<file path="config.mk">
export PLATFORM = sky130hd
export DESIGN_NAME = eth_mdio_master
export DESIGN_NICKNAME = d
export VERILOG_FILES = /design/src/rtl/eth_pkg.sv /design/src/rtl/eth_mdc_gen.sv /design/src/rtl/eth_mdio_master.sv
export SDC_FILE = /design/constraint.sdc
export NUM_CORES = 1
export LEC_CHECK = 0
export CAP_MARGIN = 10
export CORE_UTILIZATION = 55
export CTS_CLUSTER_SIZE = 30
export DETAILED_ROUTE_END_ITERATION = 6
export PLACE_DENSITY = 0.79
export SETUP_SLACK_MARGIN = 0.2
export SLEW_MARGIN = 5
export SYNTH_ARGS = -nofsm -noshare
export SYNTH_HDL_FRONTEND = slang
export SYNTH_HIERARCHICAL = 1
export SYNTH_SLANG_ARGS = --single-unit
</file>
<file path="constraint.sdc">
create_clock -name wb_clk_i -period 5.6 [get_ports wb_clk_i]
set_clock_uncertainty 0.05 [all_clocks]
set_input_delay 1.12 -clock wb_clk_i [delete_from_list [all_inputs] [get_ports wb_clk_i]]
set_output_delay 1.12 -clock wb_clk_i [all_outputs]
set_load 0.005 [all_outputs]
</file>
<file path="src/rtl/eth_pkg.sv">
// Shared definitions for the MDIO master: FSM encoding, frame field constants
// and the bit layout of the status word.
package eth_pkg;

  typedef enum logic [2:0] {
    S_IDLE,
    S_PRE,
    S_CMD,
    S_TA,
    S_DATA,
    S_DONE
  } mdio_state_e;

  localparam logic [1:0] MDIO_ST    = 2'b01;
  localparam logic [1:0] MDIO_OP_WR = 2'b01;
  localparam logic [1:0] MDIO_OP_RD = 2'b10;
  localparam logic [1:0] MDIO_TA_WR = 2'b10;

  // Bit counter values at which each frame section ends.
  localparam logic [5:0] PRE_LAST   = 6'd31;
  localparam logic [5:0] CMD_LAST   = 6'd45;
  localparam logic [5:0] TA_LAST    = 6'd47;
  localparam logic [5:0] FRAME_LAST = 6'd63;

  localparam int STAT_READY    = 7;
  localparam int STAT_SPEED_HI = 6;
  localparam int STAT_SPEED_LO = 5;
  localparam int STAT_DUPLEX   = 4;
  localparam int STAT_MDIX     = 2;
  localparam int STAT_RXOK     = 1;
  localparam int STAT_LINK     = 0;

  // Map the polled PHY register onto the low seven status bits.
  function automatic logic [6:0] poll_status(input logic [15:0] r);
    logic [6:0] s;
    s                = '0;
    s[STAT_SPEED_HI] = r[15];
    s[STAT_SPEED_LO] = r[14];
    s[STAT_DUPLEX]   = r[13];
    s[STAT_MDIX]     = r[6];
    s[STAT_RXOK]     = r[11];
    s[STAT_LINK]     = r[10];
    return s;
  endfunction

endpackage

</file>
<file path="src/rtl/eth_mdc_gen.sv">
// MDC divider: toggles mdc every CLKDIV clocks while enabled and flags the
// cycle before each rising/falling transition.
module eth_mdc_gen #(
  parameter int CLKDIV = 20
) (
  input  logic clk_i,
  input  logic rst_i,
  input  logic en_i,
  output logic mdc_o,
  output logic rise_o,
  output logic fall_o
);

  localparam int DW = (CLKDIV < 2) ? 1 : $clog2(CLKDIV);

  logic [DW-1:0] div_q;
  logic          mdc_q;
  logic          tick;

  assign tick   = en_i && (div_q == DW'(CLKDIV - 1));
  assign rise_o = tick && !mdc_q;
  assign fall_o = tick && mdc_q;
  assign mdc_o  = mdc_q;

  always_ff @(posedge clk_i or posedge rst_i) begin
    if (rst_i) begin
      div_q <= '0;
      mdc_q <= 1'b0;
    end else if (!en_i) begin
      div_q <= '0;
      mdc_q <= 1'b0;
    end else if (tick) begin
      div_q <= '0;
      mdc_q <= ~mdc_q;
    end else begin
      div_q <= div_q + 1'b1;
    end
  end

endmodule

</file>
<file path="src/rtl/eth_mdio_master.sv">
// Clause-22 MDIO master with one user read/write channel and a background
// link-status poller that shares the same frame engine.
module eth_mdio_master
  import eth_pkg::*;
#(
  parameter int          CLKDIV  = 20,
  parameter logic [4:0]  PHYADR  = 5'h00,
  parameter logic [4:0]  POLLREG = 5'd17,
  parameter logic [23:0] POLLGAP = 24'd1000000
) (
  input  logic        wb_clk_i,
  input  logic        wb_rst_i,
  input  logic [6:0]  md_ctrl_i,
  input  logic [15:0] md_wdat_i,
  output logic [15:0] md_rdat_o,
  output logic [7:0]  md_status_o,
  output logic        mdc_o,
  output logic        mdio_o,
  output logic        mdio_oe_o,
  input  logic        mdio_i
);

  mdio_state_e state_q, state_d;
  logic [5:0]  cnt_q, cnt_d;
  logic [31:0] tx_q, tx_d;
  logic [15:0] rx_q, rx_d;
  logic        mdio_q, mdio_d;
  logic        oe_q, oe_d;
  logic        user_q, user_d;
  logic        frame_wr_q, frame_wr_d;
  logic        pend_q, pend_d;
  logic        req_wr_q, req_wr_d;
  logic [4:0]  req_reg_q, req_reg_d;
  logic [15:0] req_wdat_q, req_wdat_d;
  logic        start_q, start_d;
  logic        ready_q, ready_d;
  logic [6:0]  stat_q, stat_d;
  logic [15:0] rdat_q, rdat_d;
  logic [23:0] gap_q, gap_d;

  logic mdc_en, mdc_rise, mdc_fall;
  logic start_edge, user_busy, poll_due, launch_wr;
  logic [4:0] launch_reg;

  assign mdc_en = (state_q == S_PRE) || (state_q == S_CMD) ||
                  (state_q == S_TA)  || (state_q == S_DATA);

  eth_mdc_gen #(.CLKDIV(CLKDIV)) u_mdc (
    .clk_i  (wb_clk_i),
    .rst_i  (wb_rst_i),
    .en_i   (mdc_en),
    .mdc_o  (mdc_o),
    .rise_o (mdc_rise),
    .fall_o (mdc_fall)
  );

  assign start_edge = md_ctrl_i[5] && !start_q;
  assign user_busy  = pend_q || (user_q && (state_q != S_IDLE));
  assign poll_due   = (POLLGAP != 24'd0) && (gap_q == POLLGAP - 24'd1);
  assign launch_wr  = pend_q ? req_wr_q : 1'b0;
  assign launch_reg = pend_q ? req_reg_q : POLLREG;

  always_comb begin
    state_d    = state_q;
    cnt_d      = cnt_q;
    tx_d       = tx_q;
    rx_d       = rx_q;
    mdio_d     = mdio_q;
    oe_d       = oe_q;
    user_d     = user_q;
    frame_wr_d = frame_wr_q;
    pend_d     = pend_q;
    req_wr_d   = req_wr_q;
    req_reg_d  = req_reg_q;
    req_wdat_d = req_wdat_q;
    start_d    = md_ctrl_i[5];
    ready_d    = ready_q;
    stat_d     = stat_q;
    rdat_d     = rdat_q;
    gap_d      = '0;

    if (start_edge && !user_busy) begin
      pend_d     = 1'b1;
      ready_d    = 1'b0;
      req_wr_d   = md_ctrl_i[6];
      req_reg_d  = md_ctrl_i[4:0];
      req_wdat_d = md_wdat_i;
    end

    unique case (state_q)
      S_IDLE: begin
        // A request already pending wins over an expiring poll timer.
        if (pend_q || poll_due) begin
          state_d    = S_PRE;
          cnt_d      = '0;
          mdio_d     = 1'b1;
          oe_d       = 1'b1;
          user_d     = pend_q;
          frame_wr_d = launch_wr;
          if (pend_q) pend_d = 1'b0;
          tx_d = {MDIO_ST, (launch_wr ? MDIO_OP_WR : MDIO_OP_RD), PHYADR,
                  launch_reg, MDIO_TA_WR, (pend_q ? req_wdat_q : 16'h0000)};
        end else if (POLLGAP != 24'd0) begin
          gap_d = gap_q + 24'd1;
        end
      end
      S_PRE, S_CMD, S_TA, S_DATA: begin
        if (mdc_rise) begin
          if (state_q == S_DATA) rx_d = {rx_q[14:0], mdio_i};
          if (cnt_q == FRAME_LAST) state_d = S_DONE;
        end
        if (mdc_fall) begin
          cnt_d = cnt_q + 6'd1;
          if (cnt_q >= PRE_LAST) begin
            mdio_d = tx_q[31];
            tx_d   = {tx_q[30:0], 1'b0};
          end
          if (cnt_q == PRE_LAST) state_d = S_CMD;
          if (cnt_q == CMD_LAST) begin
            state_d = S_TA;
            if (!frame_wr_q) oe_d = 1'b0;
          end
          if (cnt_q == TA_LAST) state_d = S_DATA;
        end
      end
      S_DONE: begin
        state_d = S_IDLE;
        oe_d    = 1'b0;
        mdio_d  = 1'b1;
        if (user_q) begin
          ready_d = 1'b1;
          if (!frame_wr_q) rdat_d = rx_q;
        end else begin
          stat_d = poll_status(rx_q);
        end
      end
      default: state_d = S_IDLE;
    endcase
  end

  always_ff @(posedge wb_clk_i or posedge wb_rst_i) begin
    if (wb_rst_i) begin
      state_q    <= S_IDLE;
      cnt_q      <= '0;
      tx_q       <= '0;
      rx_q       <= '0;
      mdio_q     <= 1'b1;
      oe_q       <= 1'b0;
      user_q     <= 1'b0;
      frame_wr_q <= 1'b0;
      pend_q     <= 1'b0;
      req_wr_q   <= 1'b0;
      req_reg_q  <= '0;
      req_wdat_q <= '0;
      start_q    <= 1'b0;
      ready_q    <= 1'b1;
      stat_q     <= '0;
      rdat_q     <= '0;
      gap_q      <= '0;
    end else begin
      state_q    <= state_d;
      cnt_q      <= cnt_d;
      tx_q       <= tx_d;
      rx_q       <= rx_d;
      mdio_q     <= mdio_d;
      oe_q       <= oe_d;
      user_q     <= user_d;
      frame_wr_q <= frame_wr_d;
      pend_q     <= pend_d;
      req_wr_q   <= req_wr_d;
      req_reg_q  <= req_reg_d;
      req_wdat_q <= req_wdat_d;
      start_q    <= start_d;
      ready_q    <= ready_d;
      stat_q     <= stat_d;
      rdat_q     <= rdat_d;
      gap_q      <= gap_d;
    end
  end

  assign md_status_o = {ready_q, stat_q};
  assign md_rdat_o   = rdat_q;
  assign mdio_o      = mdio_q;
  assign mdio_oe_o   = oe_q;

endmodule

</file>
==> impl_metrics.env <==
export IMPL_synth_cell_type_count=62
export IMPL_syn_avg_cell_area_sq_um=11.1
export IMPL_ys_seq_elements=138
export IMPL_finalSetupViolCount=0
export IMPL_clk_latency_ps=430
export IMPL_finalSetupTns_ps=0
export IMPL_routabilityCongestion=0.862
export IMPL_worstSetupPathType="reg2reg"
export IMPL_drt_total_wl_microns=12800
export IMPL_root_buffer="clkbuf_16"
export IMPL_grt_usage_pct=23.6
export IMPL_fin_crit_ps=3810
export IMPL_critical_path_arrival_ps=4070
export IMPL_cp_start_kind="flop"
export IMPL_r2r_start="state_q[2]$_DFFE_PP0P_"
export IMPL_ys_warn_count=6
export IMPL_leakagePower_nw=3.43
export IMPL_worst_pin_slew_ps=1050
export IMPL_cts_num_sinks=138
export IMPL_multi_input_area_sq_um=2740
export IMPL_end_kind="flop"
export IMPL_slew_headroom_pct=29.7
export IMPL_ys_flop_type="dfrtp_1"
export IMPL_drv_slew=0
export IMPL_rows=38
export IMPL_cts_max_level=4
export IMPL_fin_crit_sh_pct=68.0
export IMPL_core_sq_um=11100
export IMPL_place_hpwl_microns=8170
export IMPL_postCtsSetupBuffers=0
export IMPL_cts_clk_slew_worst_paths_ps=60
export IMPL_hold_viol_final=0
export IMPL_seqCellArea_sq_um=3460
export IMPL_rsz0062_at_grt="no"
export IMPL_num_io_pins=53
export IMPL_reg2reg_depth=8
export IMPL_final_area_sq_um=7570
export IMPL_cp_max_fo=27
export IMPL_pwr_density_cell_nw_per_um2=418
export IMPL_cts_buffers=17
export IMPL_regToRegSetupSlack_ps=1790
export IMPL_netlist_top_cell_by_area="dfrtp_1"
export IMPL_grt_overflow_total=0
export IMPL_yosys_top_cells_count="dfrtp_1, nand2_1, mux2_2"
export IMPL_min_to="u_mdc/div_q[0]$_DFF_PP0_"
export IMPL_synth_edf_count=0
export IMPL_ir_worst_vdd_mv=0.335
export IMPL_grt_pass1_vias=4388
export IMPL_hold_buffers=0
export IMPL_grt_max_degree=63
export IMPL_antenna_found_initial=0
export IMPL_async_flop_share_pct=100
export IMPL_die_h_microns=110
export IMPL_hold_start="u_mdc/div_q[0]$_DFF_PP0_"
export IMPL_cts_tree="built"
export IMPL_vias_per_cell=5.65
export IMPL_route_detailed_drc=0
export IMPL_first_pass_iters=4
export IMPL_numPortBuffers=51
export IMPL_initial_core_util_pct=57.6
export IMPL_fin_nets=650
export IMPL_n_fill_cell=829
export IMPL_whs_ps=412
export IMPL_hp_class="reg2reg"
export IMPL_ys_seq_area_share_pct=54.1
export IMPL_drive_above_1_share_pct=21.2
export IMPL_synth_top_area_share_pct=53.3
export IMPL_die_area_sq_um=12000
export IMPL_post_cts_resized=0
export IMPL_drtAntennaViolNets=0
export IMPL_cap_violations=0
export IMPL_clockBufferDepth=2
export IMPL_hold_depth=1
export IMPL_ys_top_cells_by_area="dfrtp_1, mux2_2, nand2_1"
export IMPL_max_freq_ghz=0.263
export IMPL_die_w_microns=110
export IMPL_area_growth_syn_to_layout_pct=18.6
export IMPL_cp_required_ps=5870
export IMPL_placed_cell_area_sq_um=6970
export IMPL_syn_area_sq_um=6380
export IMPL_wl_per_cell_microns=16.6
export IMPL_syn_num_nets=604
export IMPL_diodes=0
export IMPL_dr_total_vias=4368
export IMPL_grt_pass1_wl_microns=21200
export IMPL_drt_iter0_markers=342
export IMPL_status="completed"
export IMPL_synthCells=574
export IMPL_worstReg2RegEnd="tx_q[2]$_DFFE_PP0P_"
export IMPL_yosys_cell_count_top_type="dfrtp_1"
## logic make-up (layout without fill, tap and decap cells)
family	Yosys count	in the layout	synth area share, %
flops	138	138	54.1
simple gates	220	220	16.5
compound gates	60	60	6.02
fa+ha+maj	5	5	0.941
buf+inv	42	101	3.06
other cells	1	1	0.0588
xor+xnor	24	24	3.29
mux	84	84	16.0
## where the power goes
group	switching (mW)	internal (mW)
clock network	0.405	0.722
registers	0.145	1.18
logic	0.363	0.347
## worst max path at each step
stage	depth (start not counted)	to	from	slack, ps
after detailed placement	8	tx_q[2]$_DFFE_PP0P_	state_q[2]$_DFFE_PP0P_	1890
final	8	tx_q[2]$_DFFE_PP0P_	state_q[2]$_DFFE_PP0P_	1790
after global routing	8	tx_q[3]$_DFFE_PP0P_	state_q[2]$_DFFE_PP0P_	1490
after floorplan	1	cnt_q[0]$_DFFE_PP0P_	wb_rst_i	910
after global placement	8	tx_q[2]$_DFFE_PP0P_	state_q[2]$_DFFE_PP0P_	2030
after CTS	8	tx_q[2]$_DFFE_PP0P_	state_q[2]$_DFFE_PP0P_	1850
## stage by stage
step                      total power [mW]  util, %  setup WS [ps]  instances
after global routing                  3.32     68.3           1490        773
final                                 3.16     68.3           1790        773
after global placement                2.02     62.9           2030        741
after detailed placement              2.05     62.9           1890        741
after CTS                             3.19     68.3           1850        773
after floorplan                       1.89        -            907        574
## layout make-up
| class | count | area share [%] |
|---|---|---|
| multi-input combinational | 394 | 36.2 |
| clock buffer | 24 | 6.23 |
| inverter | 12 | 0.628 |
| sequential | 138 | 45.7 |
| clock inverter | 8 | 1.64 |
| timing repair buffer | 57 | 7.34 |
| tap | 140 | 2.31 |
## placed cells by master (no fill, tap or decap), types with 5 or more instances in the layout
master and n:
xor2_1 12, buf_4 6, nand2_1 83, mux2_4 20
nor4_1 6, a21oi_1 7, inv_1 11, nand3_1 37
dfrtp_1 136, nor3_1 10, xnor2_1 12, mux2_2 62
nor2_1 42, clkdlybuf4s50_1 51, a31oi_1 5, clkbuf_16 17
clkbuf_1 5, nand4_1 5, o21ai_0 22
## flip-flops by register name (all words and copies together), names as in the netlist
name / cells
u_mdc/mdc_o: 1
start_q: 1
frame_wr_q: 1
user_q: 1
md_rdat_o: 16
gap_q: 24
req_wr_q: 1
u_mdc/div_q: 5
req_reg_q: 5
stat_q: 6
req_wdat_q: 16
ready_q: 1
cnt_q: 6
mdio_o: 1
tx_q: 32
mdio_oe_o: 1
rx_q: 16
pend_q: 1
state_q: 3
## per-layer routing
| metal | GRT usage [%] | wire length [microns] | vias to the layer above |
|---|---|---|---|
| met5 | 0 | 0 | - |
| met4 | 9.24 | 246 | 0 |
| met3 | 7.88 | 701 | 24 |
| met2 | 38.5 | 6340 | 112 |
| met1 | 29.1 | 5520 | 2147 |
| li1 | - | - | 2085 |
## worst max-delay path, cell delays in order, from the launching register on
cell and delay, ps:
dfrtp_1 650, or3_1 400, nand2_1 620, inv_1 220
and3_2 340, nand2b_1 120, maj3_1 450, nor2_8 440
mux2_2 390
Note: power is estimated with default switching activity, not from simulation.
